--- src/rtl/ama_riscv_imem_loader_if.sv ---
// rtl/ama_riscv_imem_loader_if.sv - IMEM loader bus: byte stream, core store path, IMEM port, status
interface ama_riscv_imem_loader_if #(
    parameter int DEPTH_W = 14
);
    logic               load_start;
    logic               rx_valid;
    logic [7:0]         rx_data;
    logic               rx_ready;
    logic [3:0]         core_we;
    logic [DEPTH_W-1:0] core_addr;
    logic [31:0]        core_wdata;
    logic               core_wr_ready;
    logic               core_stall;
    logic               imem_ena;
    logic [3:0]         imem_wea;
    logic [DEPTH_W-1:0] imem_addra;
    logic [31:0]        imem_dina;
    logic               load_busy;
    logic               load_done;
    logic               load_err;
    logic [31:0]        load_csum;

    modport slave (
        input  load_start, rx_valid, rx_data, core_we, core_addr, core_wdata,
        output rx_ready, core_wr_ready, core_stall,
        output imem_ena, imem_wea, imem_addra, imem_dina,
        output load_busy, load_done, load_err, load_csum
    );

    modport master (
        output load_start, rx_valid, rx_data, core_we, core_addr, core_wdata,
        input  rx_ready, core_wr_ready, core_stall,
        input  imem_ena, imem_wea, imem_addra, imem_dina,
        input  load_busy, load_done, load_err, load_csum
    );
endinterface

--- src/rtl/ama_riscv_imem_loader.sv ---
// rtl/ama_riscv_imem_loader.sv - IMEM write-port arbiter between core stores and a byte-stream program loader
module ama_riscv_imem_loader #(
    parameter int DEPTH_W = 14
) (
    input  logic                    clk,
    input  logic                    rst,
    ama_riscv_imem_loader_if.slave  bus
);
    typedef enum logic [2:0] {
        S_IDLE,
        S_ADDR,
        S_CNT,
        S_DATA,
        S_DONE
    } state_t;

    localparam logic [31:0]        MAX_CNT = 32'(1) << DEPTH_W;
    localparam logic [DEPTH_W-1:0] PTR_ONE = 1;
    localparam logic [DEPTH_W:0]   REM_ONE = 1;

    state_t             r_state;
    state_t             w_next;
    logic [1:0]         r_byte_cnt;
    logic [23:0]        r_shift;
    logic               r_base_misal;
    logic [DEPTH_W-1:0] r_base_ptr;
    logic [DEPTH_W-1:0] r_ptr;
    logic [DEPTH_W:0]   r_remain;
    logic               r_err;
    logic [31:0]        r_csum;
    logic               r_ena;
    logic [3:0]         r_wea;
    logic [DEPTH_W-1:0] r_addra;
    logic [31:0]        r_dina;

    logic        w_rx_ready;
    logic        w_core_rdy;
    logic        w_busy;
    logic        w_done;
    logic        w_rx_fire;
    logic        w_last_byte;
    logic [31:0] w_word;
    logic        w_hdr_bad;
    logic        w_core_fire;
    logic        w_data_write;

    // Bytes enter at the top and shift down, so the 4th byte completes a little-endian word.
    assign w_word       = {bus.rx_data, r_shift};
    assign w_rx_fire    = bus.rx_valid & bus.rx_ready;
    assign w_last_byte  = w_rx_fire & (r_byte_cnt == 2'd3);
    assign w_hdr_bad    = r_base_misal | (w_word > MAX_CNT);
    assign w_core_fire  = (r_state == S_IDLE) & ~rst & (|bus.core_we);
    assign w_data_write = (r_state == S_DATA) & w_last_byte;

    always_comb begin
        w_next     = r_state;
        w_rx_ready = 1'b0;
        w_core_rdy = 1'b0;
        w_busy     = 1'b1;
        w_done     = 1'b0;
        case (r_state)
            S_IDLE: begin
                w_busy     = 1'b0;
                w_core_rdy = 1'b1;
                if (bus.load_start) w_next = S_ADDR;
            end
            S_ADDR: begin
                w_rx_ready = 1'b1;
                if (w_last_byte) w_next = S_CNT;
            end
            S_CNT: begin
                w_rx_ready = 1'b1;
                if (w_last_byte) begin
                    if (w_hdr_bad || (w_word == 32'd0)) w_next = S_DONE;
                    else                                w_next = S_DATA;
                end
            end
            S_DATA: begin
                w_rx_ready = 1'b1;
                if (w_last_byte && (r_remain == REM_ONE)) w_next = S_DONE;
            end
            S_DONE: begin
                w_done = 1'b1;
                w_next = S_IDLE;
            end
            default: w_next = S_IDLE;
        endcase
    end

    // Combinational status is forced low during reset so nothing looks ready mid-reset.
    assign bus.rx_ready      = w_rx_ready & ~rst;
    assign bus.core_wr_ready = w_core_rdy & ~rst;
    assign bus.core_stall    = w_busy & ~rst;
    assign bus.load_busy     = w_busy & ~rst;
    assign bus.load_done     = w_done & ~rst;
    assign bus.load_err      = r_err;
    assign bus.load_csum     = r_csum;
    assign bus.imem_ena      = r_ena;
    assign bus.imem_wea      = r_wea;
    assign bus.imem_addra    = r_addra;
    assign bus.imem_dina     = r_dina;

    always_ff @(posedge clk) begin
        if (rst) begin
            r_state      <= S_IDLE;
            r_byte_cnt   <= 2'd0;
            r_shift      <= 24'd0;
            r_base_misal <= 1'b0;
            r_base_ptr   <= '0;
            r_ptr        <= '0;
            r_remain     <= '0;
            r_err        <= 1'b0;
            r_csum       <= 32'd0;
            r_ena        <= 1'b0;
            r_wea        <= 4'd0;
            r_addra      <= '0;
            r_dina       <= 32'd0;
        end else begin
            r_state <= w_next;
            r_ena   <= 1'b0;
            r_wea   <= 4'd0;

            if ((r_state == S_IDLE) && bus.load_start) begin
                r_err      <= 1'b0;
                r_csum     <= 32'd0;
                r_byte_cnt <= 2'd0;
            end

            if (w_rx_fire) begin
                r_shift    <= w_word[31:8];
                r_byte_cnt <= r_byte_cnt + 2'd1;
            end

            if ((r_state == S_ADDR) && w_last_byte) begin
                r_base_misal <= (w_word[1:0] != 2'd0);
                r_base_ptr   <= w_word[DEPTH_W+1:2];
            end

            if ((r_state == S_CNT) && w_last_byte) begin
                if (w_hdr_bad) r_err <= 1'b1;
                r_ptr    <= r_base_ptr;
                r_remain <= w_word[DEPTH_W:0];
            end

            // Core and loader writes are exclusive by state; at most one fires per cycle.
            if (w_core_fire) begin
                r_ena   <= 1'b1;
                r_wea   <= bus.core_we;
                r_addra <= bus.core_addr;
                r_dina  <= bus.core_wdata;
            end else if (w_data_write) begin
                r_ena    <= 1'b1;
                r_wea    <= 4'hF;
                r_addra  <= r_ptr;
                r_dina   <= w_word;
                r_csum   <= r_csum ^ w_word;
                r_ptr    <= r_ptr + PTR_ONE;
                r_remain <= r_remain - REM_ONE;
            end
        end
    end
endmodule

--- src/flat_wrapper.sv ---
// flat-port wrapper written by rule: the top's interface ports become plain ports
module ama_riscv_imem_loader_flat 
#(
    parameter int DEPTH_W = 14
)
  (clk, rst, bus_load_start, bus_rx_valid, bus_rx_data, bus_core_we, bus_core_addr, bus_core_wdata, bus_rx_ready, bus_core_wr_ready, bus_core_stall, bus_imem_ena, bus_imem_wea, bus_imem_addra, bus_imem_dina, bus_load_busy, bus_load_done, bus_load_err, bus_load_csum);
  ama_riscv_imem_loader_if #(.DEPTH_W(DEPTH_W)) bus_i ();
  input  logic clk;
  input  logic rst;
  input wire logic [$bits(bus_i.load_start)-1:0] bus_load_start;
  input wire logic [$bits(bus_i.rx_valid)-1:0] bus_rx_valid;
  input wire logic [$bits(bus_i.rx_data)-1:0] bus_rx_data;
  input wire logic [$bits(bus_i.core_we)-1:0] bus_core_we;
  input wire logic [$bits(bus_i.core_addr)-1:0] bus_core_addr;
  input wire logic [$bits(bus_i.core_wdata)-1:0] bus_core_wdata;
  output wire logic [$bits(bus_i.rx_ready)-1:0] bus_rx_ready;
  output wire logic [$bits(bus_i.core_wr_ready)-1:0] bus_core_wr_ready;
  output wire logic [$bits(bus_i.core_stall)-1:0] bus_core_stall;
  output wire logic [$bits(bus_i.imem_ena)-1:0] bus_imem_ena;
  output wire logic [$bits(bus_i.imem_wea)-1:0] bus_imem_wea;
  output wire logic [$bits(bus_i.imem_addra)-1:0] bus_imem_addra;
  output wire logic [$bits(bus_i.imem_dina)-1:0] bus_imem_dina;
  output wire logic [$bits(bus_i.load_busy)-1:0] bus_load_busy;
  output wire logic [$bits(bus_i.load_done)-1:0] bus_load_done;
  output wire logic [$bits(bus_i.load_err)-1:0] bus_load_err;
  output wire logic [$bits(bus_i.load_csum)-1:0] bus_load_csum;
  assign bus_i.load_start = bus_load_start;
  assign bus_i.rx_valid = bus_rx_valid;
  assign bus_i.rx_data = bus_rx_data;
  assign bus_i.core_we = bus_core_we;
  assign bus_i.core_addr = bus_core_addr;
  assign bus_i.core_wdata = bus_core_wdata;
  assign bus_rx_ready = bus_i.rx_ready;
  assign bus_core_wr_ready = bus_i.core_wr_ready;
  assign bus_core_stall = bus_i.core_stall;
  assign bus_imem_ena = bus_i.imem_ena;
  assign bus_imem_wea = bus_i.imem_wea;
  assign bus_imem_addra = bus_i.imem_addra;
  assign bus_imem_dina = bus_i.imem_dina;
  assign bus_load_busy = bus_i.load_busy;
  assign bus_load_done = bus_i.load_done;
  assign bus_load_err = bus_i.load_err;
  assign bus_load_csum = bus_i.load_csum;
  ama_riscv_imem_loader #(.DEPTH_W(DEPTH_W)) u_core (.clk(clk), .rst(rst), .bus(bus_i));
endmodule
--- config.mk ---
export PLATFORM = sky130hd
export DESIGN_NAME = ama_riscv_imem_loader_flat
export DESIGN_NICKNAME = d
export VERILOG_FILES = /design/src/rtl/ama_riscv_imem_loader_if.sv /design/src/rtl/ama_riscv_imem_loader.sv /design/src/flat_wrapper.sv
export SDC_FILE = /design/constraint.sdc
export NUM_CORES = 1
export LEC_CHECK = 0
export CORE_MARGIN = 2
export CORE_UTILIZATION = 41
export DETAILED_ROUTE_END_ITERATION = 7
export HOLD_SLACK_MARGIN = 0.02
export PLACE_DENSITY = 0.79
export SLEW_MARGIN = 20
export SYNTH_ARGS = -nofsm -noshare
export SYNTH_HDL_FRONTEND = slang
export SYNTH_SLANG_ARGS = --single-unit
--- constraint.sdc ---
create_clock -name clk -period 2.15 [get_ports clk]
set_input_delay 0.3225 -clock clk [delete_from_list [all_inputs] [get_ports clk]]
set_output_delay 0.3225 -clock clk [all_outputs]
set_load 0.005 [all_outputs]
==> results of run 1 <==
==> synthesized netlist by cell type (all sizes together), types with 3 or more instances <==
cell / count / area (sq um)
mux2i: 19 / 190
and2: 6 / 37.5
nand2: 199 / 749
or4: 4 / 37.5
o21a: 3 / 22.5
nor2: 77 / 292
xor2: 4 / 35.0
and3: 7 / 43.8
a21oi: 38 / 190
o22ai: 4 / 25.0
nor3: 19 / 118
nand3: 12 / 60.1
o21ai: 37 / 185
a2111oi: 6 / 72.6
inv: 6 / 22.5
nor2b: 5 / 31.3
mux2: 31 / 349
a31oi: 36 / 225
nor4: 12 / 90.1
a22oi: 26 / 195
a211oi: 5 / 37.5
nand2b: 26 / 163
clkbuf: 33 / 124
nand4: 4 / 31.3
ha: 4 / 50.1
buf: 27 / 180
dfxtp: 157 / 3140
nor3b: 5 / 37.5
==> power breakdown <==
| group | switching [mW] | internal (mW) |
|---|---|---|
| Clock | 1.21 | 1.76 |
| Sequential | 0.190 | 3.17 |
| Combinational | 1.03 | 0.943 |
| Total | 2.43 | 5.87 |
==> critical path, delay by kind of cell, from the launching register on <==
kind                   cells  cell delay, ns
flip-flops                 1            0.37
AND/OR/NAND/NOR            2            0.48
buffers and inverters      1            0.50
==> cell families after synthesis <==
kind of cell,count (synthesis),synth area share
XOR/XNOR,5,0.00632
multiplexers,50,0.0778
buffers and inverters,66,0.0471
AND/OR/NAND/NOR,384,0.253
adder cells (fa/ha/maj),4,0.00722
AO/OA/AOI/OAI,169,0.155
flip-flops,157,0.454
==> layer usage <==
metal / vias to the layer above / track usage
met4: 0 / 0.0768
met3: 36 / 0.0703
met5: - / 0
met2: 206 / 0.377
li1: 3204 / -
met1: 3094 / 0.261
==> path summary, 6_finish.rpt <==
check	startpoint	end	slack (ns)	depth (start not counted)
setup / recovery	u_core.r_state[2]	bus_core_wr_ready	0.05	3
hold reg to reg	u_core.bus.imem_addra[1]	u_core.bus.imem_addra[1]	0.45	2
hold / removal	u_core.bus.imem_addra[1]	u_core.bus.imem_addra[1]	0.45	2
setup reg to reg	u_core.r_byte_cnt[0]	u_core.bus.load_csum[14]	0.13	7
==> final cells by class <==
type | instances | area (sq um) | share of cell area
Timing Repair Buffer | 192 | 1920 | 0.204
Clock inverter | 10 | 114 | 0.0121
Clock buffer | 21 | 460 | 0.0489
Multi-Input combinational cell | 612 | 3480 | 0.370
Inverter | 6 | 22.5 | 0.00239
Tap cell | 220 | 275 | 0.0292
Sequential cell | 157 | 3150 | 0.334
==> repair_timing <==
item / CTS / global route
cloned: 0 / 0
resized for setup: 3 / 4
pin swaps: 0 / 1
endpoints found under the setup margin: 2 / 5
hold buffers: 0 / 0
endpoints found under the hold margin: 0 / 0
buffers inserted: 0 / 1
==> through the flow <==
stage	hold slack [ns]	cell area, sq um	setup slack (ns)	setup TNS [ns]
after global routing	0.471	9420	-0.00194	-0.00194
after detailed placement	0.447	8810	-0.0797	-0.121
after floorplan	0.430	6930	0.348	0
after global placement	0.443	8810	-0.0941	-0.101
final	0.454	9420	0.0525	0
after CTS	0.451	9400	-0.0276	-0.0276
==> registers in the layout, summed over array words and instances, names as in the netlist <==
signal	cells
u_core.r_shift	24
u_core.r_remain	15
u_core.bus.imem_dina	32
u_core.bus.imem_wea	4
u_core.r_state	3
u_core.bus.imem_ena	1
u_core.bus.load_csum	32
u_core.r_byte_cnt	2
u_core.bus.load_err	1
u_core.bus.imem_addra	14
u_core.r_base_ptr	14
u_core.r_base_misal	1
u_core.r_ptr	14
==> cell usage in the layout (no fill, tap or decap), types with 12 or more instances in the layout <==
cell,count
sky130_fd_sc_hd__a21oi_1,38
sky130_fd_sc_hd__a22oi_1,26
sky130_fd_sc_hd__a31oi_1,36
sky130_fd_sc_hd__buf_4,34
sky130_fd_sc_hd__clkbuf_16,17
sky130_fd_sc_hd__clkdlybuf4s50_1,149
sky130_fd_sc_hd__dfxtp_1,154
sky130_fd_sc_hd__mux2_2,31
sky130_fd_sc_hd__mux2i_1,19
sky130_fd_sc_hd__nand2_1,198
sky130_fd_sc_hd__nand2b_1,26
sky130_fd_sc_hd__nand3_1,12
sky130_fd_sc_hd__nor2_1,76
sky130_fd_sc_hd__nor3_1,16
sky130_fd_sc_hd__o21ai_0,36
==> qor_table.md, run 1 <==
| Item | Value | Unit |
| --- | --- | --- |
| Synth-to-Final Area Change | 35.9 | % |
| Core area | 0.0165 | sq mm |
| Critical Path End Type | output port | - |
| Setup violators final | 0 | - |
| Routability Congestion | 0.827 | - |
| Leakage power | 3.45 | nW |
| Summed instance area of the synthesized netlist | 0.00693 | sq mm |
| Type of the most critical hold path | register to register | - |
| Headroom to the max-slew limit | 0.483 | - |
| Number of failing hold endpoints at the final stage | 0 | - |
| CTS tree | done | - |
| Number of antenna violations at the first check in global routing | 0 | - |
| Measured slew at the worst slew-check pin | 0.775 | ns |
| Final cycle utilization of the critical path | 0.976 | - |
| #FFs+latches synth | 157 | - |
| Slowest stage cell on the critical path | sky130_fd_sc_hd__clkdlybuf4s50_1 | - |
| Detail-routed via count per cell | 5.37 | - |
| CP Data Arrival Time | 1.77 | ns |
| Wire length on met1 | 8.19 | mm |
| Die area | 0.0180 | sq mm |
| Die X-Extent | 134 | um |
| Power per unit of standard cell area | 882 | mW/mm^2 |
| Kind of critical path | register to output port | - |
| YS warnings | 0 | - |
| Run status | finished, final reports clean | - |
| Slowest cell delay on critical path | 0.50 | ns |
| Number of detailed-route iterations in the first pass | 5 | - |
| Starting DRC count in detailed routing | 461 | - |
| Wire length of the first global-routing pass | 31.7 | mm |
| Number of nets produced by synthesis | 901 | - |
| Util after Layout | 0.570 | - |
| Clock latency at the later pin of the worst-skew pair | 0.43 | ns |
| Post-synth cell types | 57 | - |
| CTS clock-pin slew for the worst setup and hold paths | 0.06 | ns |
| Overall die height | 134 | um |
| Max-capacitance violation count | 0 | - |
| Total number of vias | 6540 | - |
| Buffers from clock root to sink, at most | 2 | - |
| Placement Rows | 47 | - |
| Routed wl met2 | 9.36 | mm |
| Clock sink count | 157 | - |
| DRC violation count after routing | 0 | - |
| Highest net fanout along the worst path | 10 | - |
| Wire length on met3 | 1.44 | mm |
| Worst Clk Skew | 0.00740 | ns |
| Achievable frequency | 477 | MHz |
| # H-tree levels | 4 | - |
| Remaining global-route overflow | 0 | - |
| Count of pins over their slew limit | 0 | - |
| # port buffers | 150 | - |
| Top layer used by detailed routing | met4 | - |
| Data required time at the worst endpoint | 1.83 | ns |
| WL final | 19.5 | mm |
| PnR Total Power | 8.31 | mW |
| Initial standard-cell utilization of the core | 0.419 | - |
| CTS buffer count | 17 | - |
| Number of global-route vias before repair | 6316 | - |
| Wire per inst | 16.0 | um |
| Half-perimeter wire length after placement | 13.3 | mm |
| Top-Level Pins | 151 | - |
| Syn Inst Count | 835 | - |
| Final antenna diode count | 0 | - |
| Number of synthesized flops with an enable pin | 0 | - |
| Count of non-filler cells in the finished layout | 1218 | - |
| Count of filler cells inserted in the layout | 1424 | - |
| Share of final-layout standard cells stronger than drive strength 1 | 0.124 | - |
| Number of nets at the end of the flow | 1052 | - |
| Number of placed instances with taps included | 1186 | - |
| Share of flip-flops with an asynchronous set or reset | 0 | - |
| Largest net degree at the start of global routing | 80 | - |
| Startpoint class of the critical path | register | - |
| Main synth FF type | sky130_fd_sc_hd__dfxtp_1 | - |
| Clock root buffer master | sky130_fd_sc_hd__clkbuf_16 | - |
| Sequential element share of the synthesized area | 0.454 | - |
| Post-route minimum period | 2.10 | ns |
| Sequence of cells on the critical path | or3_4, nor2_1, clkdlybuf4s50_1 | - |
| Post-route ant nets | 0 | - |
| Worst VDD drop | 598 | uV |
| Mean instance size in the synthesized netlist | 8.30 | sq um |
| Total global routing track utilization | 0.221 | - |
Note: power is estimated with default switching activity, not from simulation.
==> inputs of run 2 (changes only) <==
--- a/config.mk
+++ b/config.mk
@@ -6,10 +6,10 @@
 export NUM_CORES = 1
 export LEC_CHECK = 0
 export CORE_MARGIN = 2
-export CORE_UTILIZATION = 41
+export CORE_UTILIZATION = 48
 export DETAILED_ROUTE_END_ITERATION = 7
 export HOLD_SLACK_MARGIN = 0.02
-export PLACE_DENSITY = 0.79
+export PLACE_DENSITY = 0.88
 export SLEW_MARGIN = 20
 export SYNTH_ARGS = -nofsm -noshare
 export SYNTH_HDL_FRONTEND = slang
==> run 2 against run 1 <==
  * Sequential cell count unchanged
  * Worst setup slack improved by 0.051 ns
  * Largest power group unchanged
  * Highest routed layer unchanged
  * Critical endpoint is now bus_rx_ready
  * Clock skew is 0.0035 ns higher
==> qor_table.md, run 2 (synthesis gave the netlist of run 1 again) <==
| Item | Value | Unit | Change |
| --- | --- | --- | --- |
| Run status | finished, final reports clean | - |  |
| Synth-to-Final Area Change | 34.3 | % |  |
| Setup violators final | 0 | - | unchanged |
| Final antenna diode count | 0 | - | unchanged |
| Number of failing hold endpoints at the final stage | 0 | - | unchanged |
| Max-capacitance violation count | 0 | - | unchanged |
| CTS tree | done | - |  |
| Overall die height | 124 | um | -7.4% |
| Startpoint class of the critical path | register | - |  |
| GR Layer Usage met2 | 0.448 | - | +0.0712 |
| Clock latency at the later pin of the worst-skew pair | 0.42 | ns | about the same |
| Die area | 0.0154 | sq mm | -14% |
| Remaining global-route overflow | 0 | - | unchanged |
| Wire per inst | 17.2 | um | +7.1% |
| Wire length of the first global-routing pass | 32.1 | mm | +1.3% |
| Post-route ant nets | 0 | - | unchanged |
| Headroom to the max-slew limit | 0.617 | - | +0.134 |
| Largest net degree at the start of global routing | 83 | - | +3.8% |
| Type of the most critical hold path | input port to register | - |  |
| Number of detailed-route iterations in the first pass | 5 | - | unchanged |
| Clock sink count | 157 | - | unchanged |
| Detail-routed via count per cell | 5.77 | - | +7.4% |
| Util after Layout | 0.665 | - | +0.0950 |
| Post-route minimum period | 2.05 | ns | -0.0513 ns |
| Met3 layer usage reported by global route | 0.0687 | - | -0.00161 |
| Worst Clk Skew | 0.0109 | ns | +0.00353 ns |
| Count of filler cells inserted in the layout | 1056 | - | -26% |
| Post-cts hold buffer count | 0 | - | unchanged |
| Routability Congestion | 0.907 | - | +9.7% |
| Measured slew at the worst slew-check pin | 0.569 | ns | -0.206 ns |
| Total global routing track utilization | 0.265 | - | +0.0439 |
| Leading cell type in the layout, fill and taps excluded | sky130_fd_sc_hd__nand2_1 | - |  |
| Power per unit of standard cell area | 911 | mW/mm^2 | +3.3% |
| # H-tree levels | 4 | - | unchanged |
| Grt peak-use layer | met2 | - |  |
| Number of placed instances with taps included | 1136 | - | -4.2% |
| Postcts setup bufs | 0 | - | unchanged |
| Initial standard-cell utilization of the core | 0.495 | - | +0.0760 |
| Met1 track demand over resource in global routing | 0.318 | - | +0.0564 |
| WL final | 20.0 | mm | +2.6% |
| Number of nets at the end of the flow | 1041 | - | -1.0% |
| Start point of the critical path | u_core.r_state[0] | - |  |
| Die X-Extent | 124 | um | -7.4% |
| Total number of vias | 6731 | - | +2.9% |
| Critical Path End Type | output port | - |  |
| Starting DRC count in detailed routing | 536 | - | +16% |
| Highest net fanout along the worst path | 16 | - | +6 |
| Fin worst setup slack | 0.104 | ns | +0.0513 ns |
| Startpoint of the most critical register-to-register path | u_core.r_remain[1] | - |  |
| Clock root buffer master | sky130_fd_sc_hd__clkbuf_16 | - |  |
| Worst slack after detailed placement | 0.00734 | ns | +0.0871 ns |
| # port buffers | 150 | - | unchanged |
| Core area | 0.0140 | sq mm | -15% |
| Achievable frequency | 489 | MHz | +2.5% |
| Number of global-route vias before repair | 6589 | - | +4.3% |
| Worst Reg-to-Reg Cells | 7 | - | unchanged |
| Share of final-layout standard cells stronger than drive strength 1 | 0.116 | - | -0.00875 |
| Count of non-filler cells in the finished layout | 1167 | - | -4.2% |
| Capture point of the worst path | bus_rx_ready | - |  |
| Leading cell types in the layout, fill and taps excluded | 198 x sky130_fd_sc_hd__nand2_1, 155 x sky130_fd_sc_hd__dfxtp_1, 148 x sky130_fd_sc_hd__clkdlybuf4s50_1 | - |  |
| Sum Neg Setup Slack | 0 | ns | unchanged |
| Count of pins over their slew limit | 0 | - | unchanged |
| Kind of critical path | register to output port | - |  |
| Buffers from clock root to sink, at most | 2 | - | unchanged |
| Number of antenna violations at the first check in global routing | 0 | - | unchanged |
| CP Data Arrival Time | 1.72 | ns | -0.05 ns |
| Beginning of the worst hold path | rst | - |  |
| Half-perimeter wire length after placement | 13.6 | mm | +2.2% |
| Endpoint of the most critical register-to-register path | u_core.r_remain[14] | - |  |
| Worst VDD drop | 567 | uV | -5.1% |
| Setup repair after global routing missed its margin | false | - |  |
| CTS clock-pin slew for the worst setup and hold paths | 0.06 | ns | about the same |
| Data required time at the worst endpoint | 1.83 | ns | about the same |
| Placement Rows | 43 | - | -8.5% |
| CTS buffer count | 17 | - | unchanged |
| Final cycle utilization of the critical path | 0.952 | - | -0.0238 |
| DRC violation count after routing | 0 | - | unchanged |
| Leakage power | 3.39 | nW | -1.5% |
| Flop2flop setup slack | 0.18 | ns | +0.05 ns |
| Top-Level Pins | 151 | - | unchanged |
-- run 2: changes by cell type in the layout (fill, tap and decap cells not counted), moves of 2 or more --
cell,before,now
sky130_fd_sc_hd__buf_4,34,26
sky130_fd_sc_hd__bufinv_16,2,4
sky130_fd_sc_hd__clkbuf_8,2,0
sky130_fd_sc_hd__nor2_2,0,2
sky130_fd_sc_hd__clkinv_2,4,0
sky130_fd_sc_hd__nor2_1,76,74
sky130_fd_sc_hd__buf_12,8,5
sky130_fd_sc_hd__clkinvlp_4,1,3
-- run 2: worst max-delay path, stage by stage, from the launching register on --
cell	delay, ns
sky130_fd_sc_hd__dfxtp_1	0.36
sky130_fd_sc_hd__buf_6	0.19
sky130_fd_sc_hd__nor2_1	0.08
sky130_fd_sc_hd__nor3_1	0.14
sky130_fd_sc_hd__clkdlybuf4s50_1	0.54
-- run 2: timing repair --
| item | CTS | global route |
|---|---|---|
| setup endpoints to repair | 4 | 4 |
| gates resized for setup | 6 | 4 |
| gates cloned | 0 | 0 |
-- run 2: worst min-delay path by stage --
stage                                      to  depth (start not counted)
global route         u_core.bus.imem_dina[26]                          3
detailed placement   u_core.bus.imem_addra[6]                          2
global placement    u_core.bus.imem_addra[13]                          2
floorplan              u_core.bus.imem_wea[0]                          2
finish                   u_core.r_byte_cnt[1]                          3
CTS                  u_core.bus.imem_dina[28]                          3
-- run 2: metrics by stage --
| stage | instance area (sq um) | power (mW) | hold WS, ns |
|---|---|---|---|
| final | 9300 | 8.47 | 0.343 |
| after global routing | 9300 | 8.83 | 0.355 |
| after CTS | 9290 | 8.46 | 0.336 |
| after detailed placement | 8650 | 5.30 | 0.448 |
| after global placement | 8650 | 5.27 | 0.442 |
| after floorplan | 6930 | 4.39 | 0.430 |
-- run 2: final cells by class --
| class | instances | area, sq um | share of cell area |
|---|---|---|---|
| clock buffers | 19 | 433 | 0.0465 |
| clock inverters | 12 | 186 | 0.0200 |
| inverters | 6 | 22.5 | 0.00242 |
| multi-input cells | 612 | 3490 | 0.376 |
| flip-flops and latches | 157 | 3150 | 0.338 |
| well taps | 180 | 225 | 0.0242 |
| repair buffers | 181 | 1800 | 0.193 |
-- run 2: layer usage --
layer  share of wire  vias up
li1                -     3181
met2            0.49      318
met3           0.084       53
met5               0        -
met4           0.030        0
met1            0.40     3179
-- run 2: report_power, final --
part	internal, mW	switching, mW
logic	0.912	1.03
clock network	1.95	1.21
registers	3.16	0.203
total	6.03	2.45
==> inputs of run 3 (changes only) <==
==> constraint.sdc (replaced) <==
create_clock -name clk -period 2.43 [get_ports clk]
set_input_delay 0.3645 -clock clk [delete_from_list [all_inputs] [get_ports clk]]
set_output_delay 0.3645 -clock clk [all_outputs]
set_load 0.005 [all_outputs]
==> run 3 against run 2 <==
  * Sequential power down 12%
  * Via count down 1.8%
  * Sequential cell count unchanged
  * Die area unchanged
  * Final area fell by 1.8%
  * Final cell count shrank 0.60%
  * Combinational power down 14%
  * Global-route usage fell by 1.5 points
  * Wire length is 4.7% lower
  * Critical path depth unchanged
  * Register-to-register slack better by 0.24 ns
  * Count of clock-buffer cells in the layout rose by 4
  * Critical path type unchanged
==> qor_table.md, run 3 (synthesis gave the netlist of run 1 again) <==
| Item | Value | Unit | Change |
| --- | --- | --- | --- |
| # port buffers | 150 | - | unchanged |
| Worst hold-check slack | 0.405 | ns | +0.0620 ns |
| Clock root buffer master | sky130_fd_sc_hd__clkbuf_16 | - |  |
| Post-route minimum period | 2.31 | ns |  |
| Fin worst setup slack | 0.120 | ns | +0.0160 ns |
| Run status | finished, final reports clean | - |  |
| Clock network fraction of design power | 0.348 | - | -0.025 |
| Switching power share of the total | 0.289 | - | about the same |
| Critical Path End Type | output port | - |  |
| Share of final-layout standard cells stronger than drive strength 1 | 0.102 | - | -0.0135 |
| Detail-routed via count per cell | 5.70 | - | -1.2% |
| Synth-to-Final Area Change | 31.8 | % |  |
| Final design instance area without fill | 0.00913 | sq mm | -1.8% |
| Kind of critical path | register to output port | - |  |
| Routability Congestion | 0.841 | - | -7.3% |
| Core area | 0.0140 | sq mm | unchanged |
| Buffers from clock root to sink, at most | 2 | - | unchanged |
| Final cycle utilization of the critical path | 0.951 | - |  |
| Largest net degree at the start of global routing | 73 | - | -12% |
| WL final | 19.1 | mm | -4.7% |
| Number of detailed-route iterations in the first pass | 6 | - | +1 |
| Highest net fanout along the worst path | 2 | - | -14 |
| Total number of vias | 6608 | - | -1.8% |
| Achievable frequency | 433 | MHz |  |
| PnR Total Power | 7.10 | mW | -16% |
| Remaining global-route overflow | 0 | - | unchanged |
| Share of total power in sequential cells | 0.417 | - | +0.020 |
| Sum Neg Setup Slack | 0 | ns | unchanged |
| Top-Level Pins | 151 | - | unchanged |
| Power per unit of standard cell area | 777 | mW/mm^2 | -15% |
| Cell-internal power | 5.05 | mW | -16% |
| Post-route ant nets | 0 | - | unchanged |
| CTS clock-pin slew for the worst setup and hold paths | 0.06 | ns | about the same |
| Final antenna diode count | 0 | - | unchanged |
| Number of global-route vias before repair | 6221 | - | -5.6% |
| Wire length of the first global-routing pass | 30.3 | mm | -5.5% |
| # H-tree levels | 4 | - | unchanged |
| Initial standard-cell utilization of the core | 0.495 | - | unchanged |
| Die X-Extent | 124 | um | unchanged |
| Die area | 0.0154 | sq mm | unchanged |
| Type of the most critical hold path | input port to register | - |  |
| Clock sink count | 157 | - | unchanged |
| DRC violation count after routing | 0 | - | unchanged |
| Count of pins over their slew limit | 0 | - | unchanged |
| CP Data Arrival Time | 1.95 | ns | +0.23 ns |
| Headroom to the max-slew limit | 0.547 | - | -0.0697 |
| Setup violators final | 0 | - | unchanged |
| Startpoint class of the critical path | register | - |  |
| Share of total power in combinational logic | 0.236 | - | +0.007 |
| Count of filler cells inserted in the layout | 1100 | - | +4.2% |
| Total global routing track utilization | 0.249 | - | -0.0151 |
| Number of antenna violations at the first check in global routing | 0 | - | unchanged |
| Leading cell type in the layout, fill and taps excluded | sky130_fd_sc_hd__nand2_1 | - |  |
| Data required time at the worst endpoint | 2.07 | ns | +0.24 ns |
| Number of nets at the end of the flow | 1035 | - | -0.58% |
| CTS buffer count | 17 | - | unchanged |
| CTS tree | done | - |  |
| Placement Rows | 43 | - | unchanged |
| Placed instance area | 0.00857 | sq mm | -0.98% |
| Wire per inst | 16.5 | um | -4.1% |
| Number of failing hold endpoints at the final stage | 0 | - | unchanged |
| Overall die height | 124 | um | unchanged |
| Setup repair after global routing missed its margin | false | - |  |
| Half-perimeter wire length after placement | 13.0 | mm | -4.5% |
| Leading cell types in the layout, fill and taps excluded | 198 x sky130_fd_sc_hd__nand2_1, 157 x sky130_fd_sc_hd__dfxtp_1, 149 x sky130_fd_sc_hd__clkdlybuf4s50_1 | - |  |
| Leakage power | 3.32 | nW | -2.1% |
| Worst slack after detailed placement | 0.0175 | ns | +0.0102 ns |
| Switch Pwr | 2.05 | mW | -16% |
| Clock latency at the later pin of the worst-skew pair | 0.42 | ns | about the same |
| Worst VDD drop | 506 | uV | -11% |
| Starting DRC count in detailed routing | 597 | - | +11% |
| Max-capacitance violation count | 0 | - | unchanged |
| Worst Clk Skew | 0.00634 | ns | -0.00459 ns |
| Measured slew at the worst slew-check pin | 0.675 | ns | +0.105 ns |
## run 3: cell type report
class	count	area [sq um]	share of cell area
clock buffers	23	478	0.0523
clock inverters	7	65.1	0.00712
inverters	6	22.5	0.00247
multi-input cells	612	3470	0.380
flip-flops and latches	157	3140	0.344
well taps	180	225	0.0247
repair buffers	175	1730	0.189
## run 3: through the flow
stage / util / instances
6_report: 0.653 / 1160
5_1_grt: 0.653 / 1160
4_1_cts: 0.651 / 1158
3_5_place_dp: 0.612 / 1128
3_3_place_gp: 0.612 / 1128
2_1_floorplan: - / 835
## run 3: power by group through the flow
stage	Clock (mW)	Sequential (mW)	Combinational, mW
floorplan	0	2.99	0.892
global placement	0	3.00	1.59
detailed placement	0	3.00	1.62
CTS	2.48	2.95	1.63
global route	2.59	2.98	1.83
finish	2.47	2.96	1.67
## run 3: path summary, 6_finish.rpt
check / startpoint / endpoint / slack (ns) / depth (start not counted)
max: u_core.r_state[0] / bus_core_wr_ready / 0.12 / 4
min reg2reg: u_core.bus.imem_addra[4] / u_core.bus.imem_addra[4] / 0.45 / 2
max reg2reg: u_core.r_remain[1] / u_core.r_state[0] / 0.42 / 6
min: rst / u_core.bus.load_csum[27] / 0.41 / 3
## run 3: per-layer routing
metal  wire, um  part of all wire  global-route usage
met1       7560              0.40               0.297
met3       1810             0.095              0.0842
met2       9420              0.49               0.420
met4        307             0.016              0.0857
met5          0                 0                   0
## run 3: critical path, stage by stage, from the launching register on
cell and delay, ns:
sky130_fd_sc_hd__dfxtp_1 0.33, sky130_fd_sc_hd__or3_4 0.42, sky130_fd_sc_hd__buf_4 0.16, sky130_fd_sc_hd__nor2_1 0.09, sky130_fd_sc_hd__clkdlybuf4s50_1 0.53
## run 3: timing repair
item | in CTS | in global routing
endpoints found under the setup margin | 0 | 16
resized for setup | 0 | 2
setup buffers | 0 | 2
hold buffers | 0 | 0
